==> src/rtl/map_alu_pkg.sv <==
// Shared definitions for the sequential ALU: operation codes, FSM states, default width.
package map_alu_pkg;

   localparam int DEFAULT_WIDTH = 8;

   typedef enum logic [4:0] {
      MODE_SRL  = 5'd0,
      MODE_SRA  = 5'd1,
      MODE_SRRL = 5'd2,
      MODE_SRRA = 5'd3,
      MODE_SLL  = 5'd4,
      MODE_SLA  = 5'd5,
      MODE_SLRL = 5'd6,
      MODE_SLRA = 5'd7,
      MODE_MOV  = 5'd8,
      MODE_NOT  = 5'd9,
      MODE_INC  = 5'd10,
      MODE_DEC  = 5'd11,
      MODE_CLR  = 5'd12,
      MODE_AND  = 5'd13,
      MODE_OR   = 5'd14,
      MODE_ADD  = 5'd15,
      MODE_SUB  = 5'd16,
      MODE_CLE  = 5'd17,
      MODE_CLZ  = 5'd18,
      MODE_MUL  = 5'd19
   } mode_e;

   typedef enum logic [1:0] {
      ST_IDLE,
      ST_SHIFT,
      ST_MUL,
      ST_DONE
   } state_e;

   // The eight shift codes occupy 0..7, so the low three bits select the step.
   function automatic logic is_shift(input logic [4:0] m);
      return (m[4:3] == 2'b00);
   endfunction

   // Single-cycle modes whose Z follows the result.
   function automatic logic is_data(input logic [4:0] m);
      return (m >= MODE_MOV) && (m <= MODE_SUB);
   endfunction

endpackage

==> src/rtl/map_alu_shift_step.sv <==
// One combinational 1-bit shift/rotate step for all eight shift modes.
module map_alu_shift_step
   import map_alu_pkg::*;
#(
   parameter int WIDTH = DEFAULT_WIDTH
) (
   input  logic [2:0]       op,
   input  logic [WIDTH-1:0] value,
   output logic [WIDTH-1:0] nxt_value,
   output logic             out_bit
);

   always_comb begin
      nxt_value = value;
      out_bit   = 1'b0;
      case ({2'b00, op})
         MODE_SRL: begin
            nxt_value = {1'b0, value[WIDTH-1:1]};
            out_bit   = value[0];
         end
         MODE_SRA: begin
            nxt_value = {value[WIDTH-1], value[WIDTH-1:1]};
            out_bit   = value[0];
         end
         MODE_SRRL: begin
            nxt_value = {value[0], value[WIDTH-1:1]};
            out_bit   = value[0];
         end
         MODE_SRRA: begin
            nxt_value = {value[WIDTH-1], value[0], value[WIDTH-2:1]};
            out_bit   = value[0];
         end
         MODE_SLL, MODE_SLA: begin
            nxt_value = {value[WIDTH-2:0], 1'b0};
            out_bit   = value[WIDTH-1];
         end
         MODE_SLRL: begin
            nxt_value = {value[WIDTH-2:0], value[WIDTH-1]};
            out_bit   = value[WIDTH-1];
         end
         // Arithmetic rotate-left: MSB is held, bits [WIDTH-2:0] rotate.
         MODE_SLRA: begin
            nxt_value = {value[WIDTH-1], value[WIDTH-3:0], value[WIDTH-2]};
            out_bit   = value[WIDTH-2];
         end
         default: begin
            nxt_value = value;
            out_bit   = 1'b0;
         end
      endcase
   end

endmodule

==> src/rtl/map_alu_seq.sv <==
// Sequential ALU with valid/ready handshake; shifts take one cycle per bit.
// Optional shift-add multiplier enabled by defining MAP_ALU_MUL_EN.
//
// state    | meaning
// ST_IDLE  | waiting for a request, in_ready high
// ST_SHIFT | one 1-bit shift step per cycle, cnt counts down remaining steps
// ST_MUL   | one shift-add multiply step per cycle (MAP_ALU_MUL_EN only)
// ST_DONE  | result held on odata/e/z, out_valid high until out_ready
module map_alu_seq
   import map_alu_pkg::*;
#(
   parameter int WIDTH   = DEFAULT_WIDTH,
   parameter int SHAMT_W = $clog2(WIDTH)
) (
   input  logic             clk,
   input  logic             rst_n,
   input  logic             in_valid,
   output logic             in_ready,
   input  logic [4:0]       mode,
   input  logic [WIDTH-1:0] a,
   input  logic [WIDTH-1:0] b,
   output logic             out_valid,
   input  logic             out_ready,
   output logic [WIDTH-1:0] odata,
   output logic             e,
   output logic             z
);

   localparam int CNT_MIN = $clog2(WIDTH + 1);
   localparam int CNT_W   = (SHAMT_W > CNT_MIN) ? SHAMT_W : CNT_MIN;
   localparam logic [WIDTH-1:0] ONE = WIDTH'(1);

   state_e             state, state_nxt;
   logic [2:0]         shop_q;
   logic [WIDTH-1:0]   acc;
   logic [CNT_W-1:0]   cnt;
   logic               e_q, z_q;
   logic               accept, last;
   logic [SHAMT_W-1:0] shamt;
   logic [WIDTH-1:0]   res, step_val;
   logic [WIDTH:0]     sum;
   logic               res_e, res_z, step_out;

   assign shamt     = b[SHAMT_W-1:0];
   assign in_ready  = rst_n && (state == ST_IDLE);
   assign out_valid = (state == ST_DONE);
   assign accept    = in_valid && in_ready;
   assign last      = (cnt == CNT_W'(1));
   assign odata     = acc;
   assign e         = e_q;
   assign z         = z_q;

   map_alu_shift_step #(.WIDTH(WIDTH)) u_step (
      .op        (shop_q),
      .value     (acc),
      .nxt_value (step_val),
      .out_bit   (step_out)
   );

`ifdef MAP_ALU_MUL_EN
   logic [WIDTH-1:0] mul_hi, mul_b;
   logic [WIDTH:0]   mul_sum;
   assign mul_sum = {1'b0, mul_hi} + (acc[0] ? {1'b0, mul_b} : '0);
`endif

   always_comb begin
      res   = '0;
      res_e = e_q;
      res_z = z_q;
      sum   = {1'b0, a} + {1'b0, b};
      case (mode)
         MODE_MOV: res = a;
         MODE_NOT: res = ~a;
         MODE_INC: begin
            sum   = {1'b0, a} + {1'b0, ONE};
            res   = sum[WIDTH-1:0];
            res_e = sum[WIDTH];
         end
         MODE_DEC: begin
            res   = a - ONE;
            res_e = (a == '0);
         end
         MODE_CLR: res = '0;
         MODE_AND: res = a & b;
         MODE_OR:  res = a | b;
         MODE_ADD: begin
            res   = sum[WIDTH-1:0];
            res_e = sum[WIDTH];
         end
         MODE_SUB: begin
            res   = a - b;
            res_e = (a < b);
         end
         MODE_CLE: begin
            res   = a;
            res_e = 1'b0;
         end
         MODE_CLZ: res = a;
         default:  res = '0;
      endcase
      if (is_data(mode)) res_z = (res == '0);
      if (mode == MODE_CLZ) res_z = 1'b0;
   end

   always_ff @(posedge clk or negedge rst_n) begin
      if (!rst_n) state <= ST_IDLE;
      else        state <= state_nxt;
   end

   always_comb begin
      state_nxt = state;
      case (state)
         ST_IDLE: begin
            if (accept) begin
               if (is_shift(mode) && (shamt != '0)) state_nxt = ST_SHIFT;
`ifdef MAP_ALU_MUL_EN
               else if (mode == MODE_MUL) state_nxt = ST_MUL;
`endif
               else state_nxt = ST_DONE;
            end
         end
         ST_SHIFT: if (last) state_nxt = ST_DONE;
`ifdef MAP_ALU_MUL_EN
         ST_MUL:   if (last) state_nxt = ST_DONE;
`endif
         ST_DONE:  if (out_ready) state_nxt = ST_IDLE;
         default:  state_nxt = ST_IDLE;
      endcase
   end

   always_ff @(posedge clk or negedge rst_n) begin
      if (!rst_n) begin
         shop_q <= '0;
         acc    <= '0;
         cnt    <= '0;
         e_q    <= 1'b0;
         z_q    <= 1'b0;
`ifdef MAP_ALU_MUL_EN
         mul_hi <= '0;
         mul_b  <= '0;
`endif
      end else begin
         case (state)
            ST_IDLE: begin
               if (accept) begin
                  shop_q <= mode[2:0];
                  if (is_shift(mode)) begin
                     acc <= a;
                     cnt <= CNT_W'(shamt);
                     if (shamt == '0) z_q <= (a == '0);
                  end
`ifdef MAP_ALU_MUL_EN
                  else if (mode == MODE_MUL) begin
                     acc    <= a;
                     mul_hi <= '0;
                     mul_b  <= b;
                     cnt    <= CNT_W'(WIDTH);
                  end
`endif
                  else begin
                     acc <= res;
                     e_q <= res_e;
                     z_q <= res_z;
                  end
               end
            end
            ST_SHIFT: begin
               acc <= step_val;
               cnt <= cnt - CNT_W'(1);
               if (last) begin
                  e_q <= step_out;
                  z_q <= (step_val == '0);
               end
            end
`ifdef MAP_ALU_MUL_EN
            // {mul_hi, acc} shifts right each step; acc starts as the multiplier.
            ST_MUL: begin
               {mul_hi, acc} <= {mul_sum, acc[WIDTH-1:1]};
               cnt <= cnt - CNT_W'(1);
               if (last) begin
                  e_q <= (mul_sum[WIDTH:1] != '0);
                  z_q <= ({mul_sum[0], acc[WIDTH-1:1]} == '0);
               end
            end
`endif
            default: ;
         endcase
      end
   end

endmodule

==> config.mk <==
export PLATFORM = sky130hd
export DESIGN_NAME = map_alu_seq
export DESIGN_NICKNAME = d
export VERILOG_FILES = /design/src/rtl/map_alu_pkg.sv /design/src/rtl/map_alu_shift_step.sv /design/src/rtl/map_alu_seq.sv
export SDC_FILE = /design/constraint.sdc
export NUM_CORES = 1
export LEC_CHECK = 0
export BUFFER_PORTS_ARGS = -buffer_cell sky130_fd_sc_hd__buf_2
export CAP_MARGIN = 5
export CORE_MARGIN = 2
export CORE_UTILIZATION = 40
export CTS_CLUSTER_SIZE = 20
export DETAILED_ROUTE_END_ITERATION = 6
export PLACE_DENSITY = 0.63
export SETUP_SLACK_MARGIN = 0.3
export SLEW_MARGIN = 20
export SYNTH_ARGS = -nofsm -noshare
export SYNTH_HDL_FRONTEND = slang
export SYNTH_SLANG_ARGS = --single-unit
export TNS_END_PERCENT = 100
==> constraint.sdc <==
create_clock -name clk -period 2.6 [get_ports clk]
set_input_delay 0.13 -clock clk [delete_from_list [all_inputs] [get_ports clk]]
set_output_delay 0.13 -clock clk [all_outputs]
set_load 0.05 [all_outputs]
==> key figures <==
Placed design
  • RD Place Congestion: 0.9740
  • DP Area: 3342 µm²
  • Place WS: 25.08 ps
  • Hpwl dp: 8079 µm
  • PortBufs: 36

Global routing
  • Largest net degree at the start of global routing: 19
  • Initial antenna violation count: 0
  • Vias in the first global route: 3131
  • First-pass GRT wire length: 16080 µm
  • Total global-route track usage: 26.23%
  • Grt total ovfl: 0

Layout
  • Commonest cells after routing, fill and taps aside: 36 x buf_2, 32 x nand2_1, 30 x buf_4
  • Syn-to-layout area delta: 17.12%
  • Nets: 483
  • Share of cells above drive strength 1: 22.54%
  • Ant. Diodes: 0
  • Commonest non-fill, non-tap cell in the layout: buf_2
  • Design area: 3423 µm²

Timing
  • Setup violators final: 0
  • Fmax: 452.6 MHz
  • Crit path time final: 2209 ps
  • Post-Route Setup TNS: 0 ps
  • Setup Skew: 9.035 ps
  • Final Hold Viols: 0
  • Hold_ws: 40.60 ps
  • Final count of pins violating max slew: 0
  • Final worst path period share: 84.98%
  • Slew headroom: 59.31%
  • Worst-Margin Slew: 607.7 ps
  • Setup slack after layout: 390.5 ps
  • RSZ-0062 raised after global routing: yes

Logic synthesis
  • Synth cell types: 77
  • Number of enable flip-flop cells after synthesis: 0
  • Yosys warning count: 0
  • Synthesized area: 2923 µm²
  • Yosys top cell area share: 16.27%
  • Commonest register cell after synthesis: dfrtp_1
  • Mapped Cells: 378
  • Dominant cell type by area after synthesis: dfrtp_1
  • Sequential share of the synthesized area: 16.27%
  • Synth area leaders: dfrtp_1 16%, ha_1 12%, nand2_1 4.1%, a21oi_1 3.9%, nor2_1 3.7%
  • Post-synthesis area per instance: 7.732 µm²
  • Synth Net Count: 434
  • Yosys reg bits: 19
  • Asr flop ratio synth: 100.0%

Clock tree
  • Clk_lat worst skew: 270 ps
  • Bufs on Longest Clock Path: 2
  • Num CTS Buffers: 3
  • Root Buffer: clkbuf_8
  • Clock sink count: 19
  • Clock transition at path regs: 80 ps
  • Post CTS Setup Buffer Count: 0
  • CTS H-tree lvls: 1
  • CTS tree: built

Floorplan
  • Row cnt: 31
  • Die width: 89.48 µm
  • I/O pins: 37
  • Die H: 89.48 µm
  • Die Area: 8007 µm²
  • CORE AREA: 7176 µm²
  • Initial core utilization: 40.73%

Worst setup path
  • Setup CP Type: input pin to flip-flop
  • Arrival @ worst endpoint: 2370 ps
  • Startpoint Class: input pin
  • Crit end category: flip-flop
  • Worst-path fanout max: 3
  • Worst EP required: 2760 ps

Drt
  • WL/cell: 19.42 µm
  • DRT iter0 DRCs: 234
  • Via density: 6.154
  • WL final: 10200 µm
  • Antenna viol nets, final: 0
  • DRT Pass-1 Iters: 4
  • DR DRC count: 0
  • Vias after detailed routing: 3231

Pwr
  • PD cells: 659.5 nW/µm²
  • Maximum VDD drop: 0.2340 mV
  • Static leakage: 1.528 nW
  • Overall power: 0.002258 W

Min path
  • Hold Path Class: input pin to flip-flop

Job
  • Max-cap viol count: 0

Status
  • Status: finished clean
-- sequential cells by signal (all words and copies together), names as in the netlist --
signal	cells
cnt	4
e	1
odata	8
shop_q	3
state	2
z	1
-- kinds of logic (layout without fill, tap and decap cells) --
logic type	Yosys count	count (layout)	synth area share [%]
compound gates	123	123	29.84
xor+xnor	6	6	1.798
fa+ha+maj	31	31	13.78
buf+inv	47	95	7.149
flops	19	19	16.27
mux	10	10	3.468
simple gates	142	142	27.70
-- per-stage QoR --
stage	cells	utilization, %
finish	525	47.71
global route	525	47.71
CTS	525	47.45
detailed placement	520	46.57
global placement	520	46.57
floorplan	378	-
-- worst max-delay path, cell delays in order --
cell and delay, ps:
buf_2 110, inv_1 60, ha_1 220, fa_1 450
nor3_2 200, nor3_1 90, o31a_1 280, a221oi_1 250
o211a_1 240, a21oi_1 90, a221o_1 260
-- report_power, final --
group | internal, W | total, W | switching [W] | leakage, nW
Sequential | 0.000435 | 0.000660 | 0.000225 | 0.235
Clock | 0.000107 | 0.000220 | 0.000113 | 0.0255
Combinational | 0.000519 | 0.00138 | 0.000859 | 1.27
-- cell type report --
type                            instances  area, µm²
Fill cell                             753       3752
Inverter                               24      90.09
Sequential cell                        19      475.5
Clock buffer                            3      41.29
Tap cell                               99      123.9
Multi-Input combinational cell        312       2272
Clock inverter                          1      5.005
Timing Repair Buffer                   67      415.4
-- what timing repair did --
action,in CTS,in global routing
setup endpoints to repair,1,5
hold buffers,1,0
hold endpoints to repair,19,0
pin swaps,0,1
resized for setup,1,4
-- synthesized netlist by cell type, drive strengths merged, types with 4 or more instances --
cell    number
a211oi       8
a21o         6
a21oi       23
a221oi       7
buf         10
clkbuf      13
dfrtp       19
ha          29
inv         24
mux2i        9
nand2       32
nand2b       4
nand3       10
nand4        5
nor2        29
nor2b        5
nor3        10
nor3b        5
nor4         5
o21a         4
o21ai       23
o221ai       8
o31ai        4
or3          4
or3b         5
or4          7
xnor2        6
-- final timing paths --
path                            end  cells past startpoint  startpoint  slack, ps
max reg2reg                       z                      7   shop_q[2]        530
max                        odata[6]                     11        a[0]        390
max in group asynchronous  odata[0]                      3       rst_n       1900
min                        state[0]                      2   out_ready         40
min reg2reg                       e                      1           e        520
min in group asynchronous  state[0]                      2       rst_n        240
-- per-layer routing --
metal | part of all wire, % | GRT usage (%) | vias to the layer above
met5 | 0 | 0 | -
met4 | 4.6 | 13.84 | 0
met3 | 5.2 | 2.216 | 32
met2 | 47 | 42.56 | 147
met1 | 43 | 34.50 | 1522
li1 | - | - | 1530
Power figures use the tool's default switching activity.
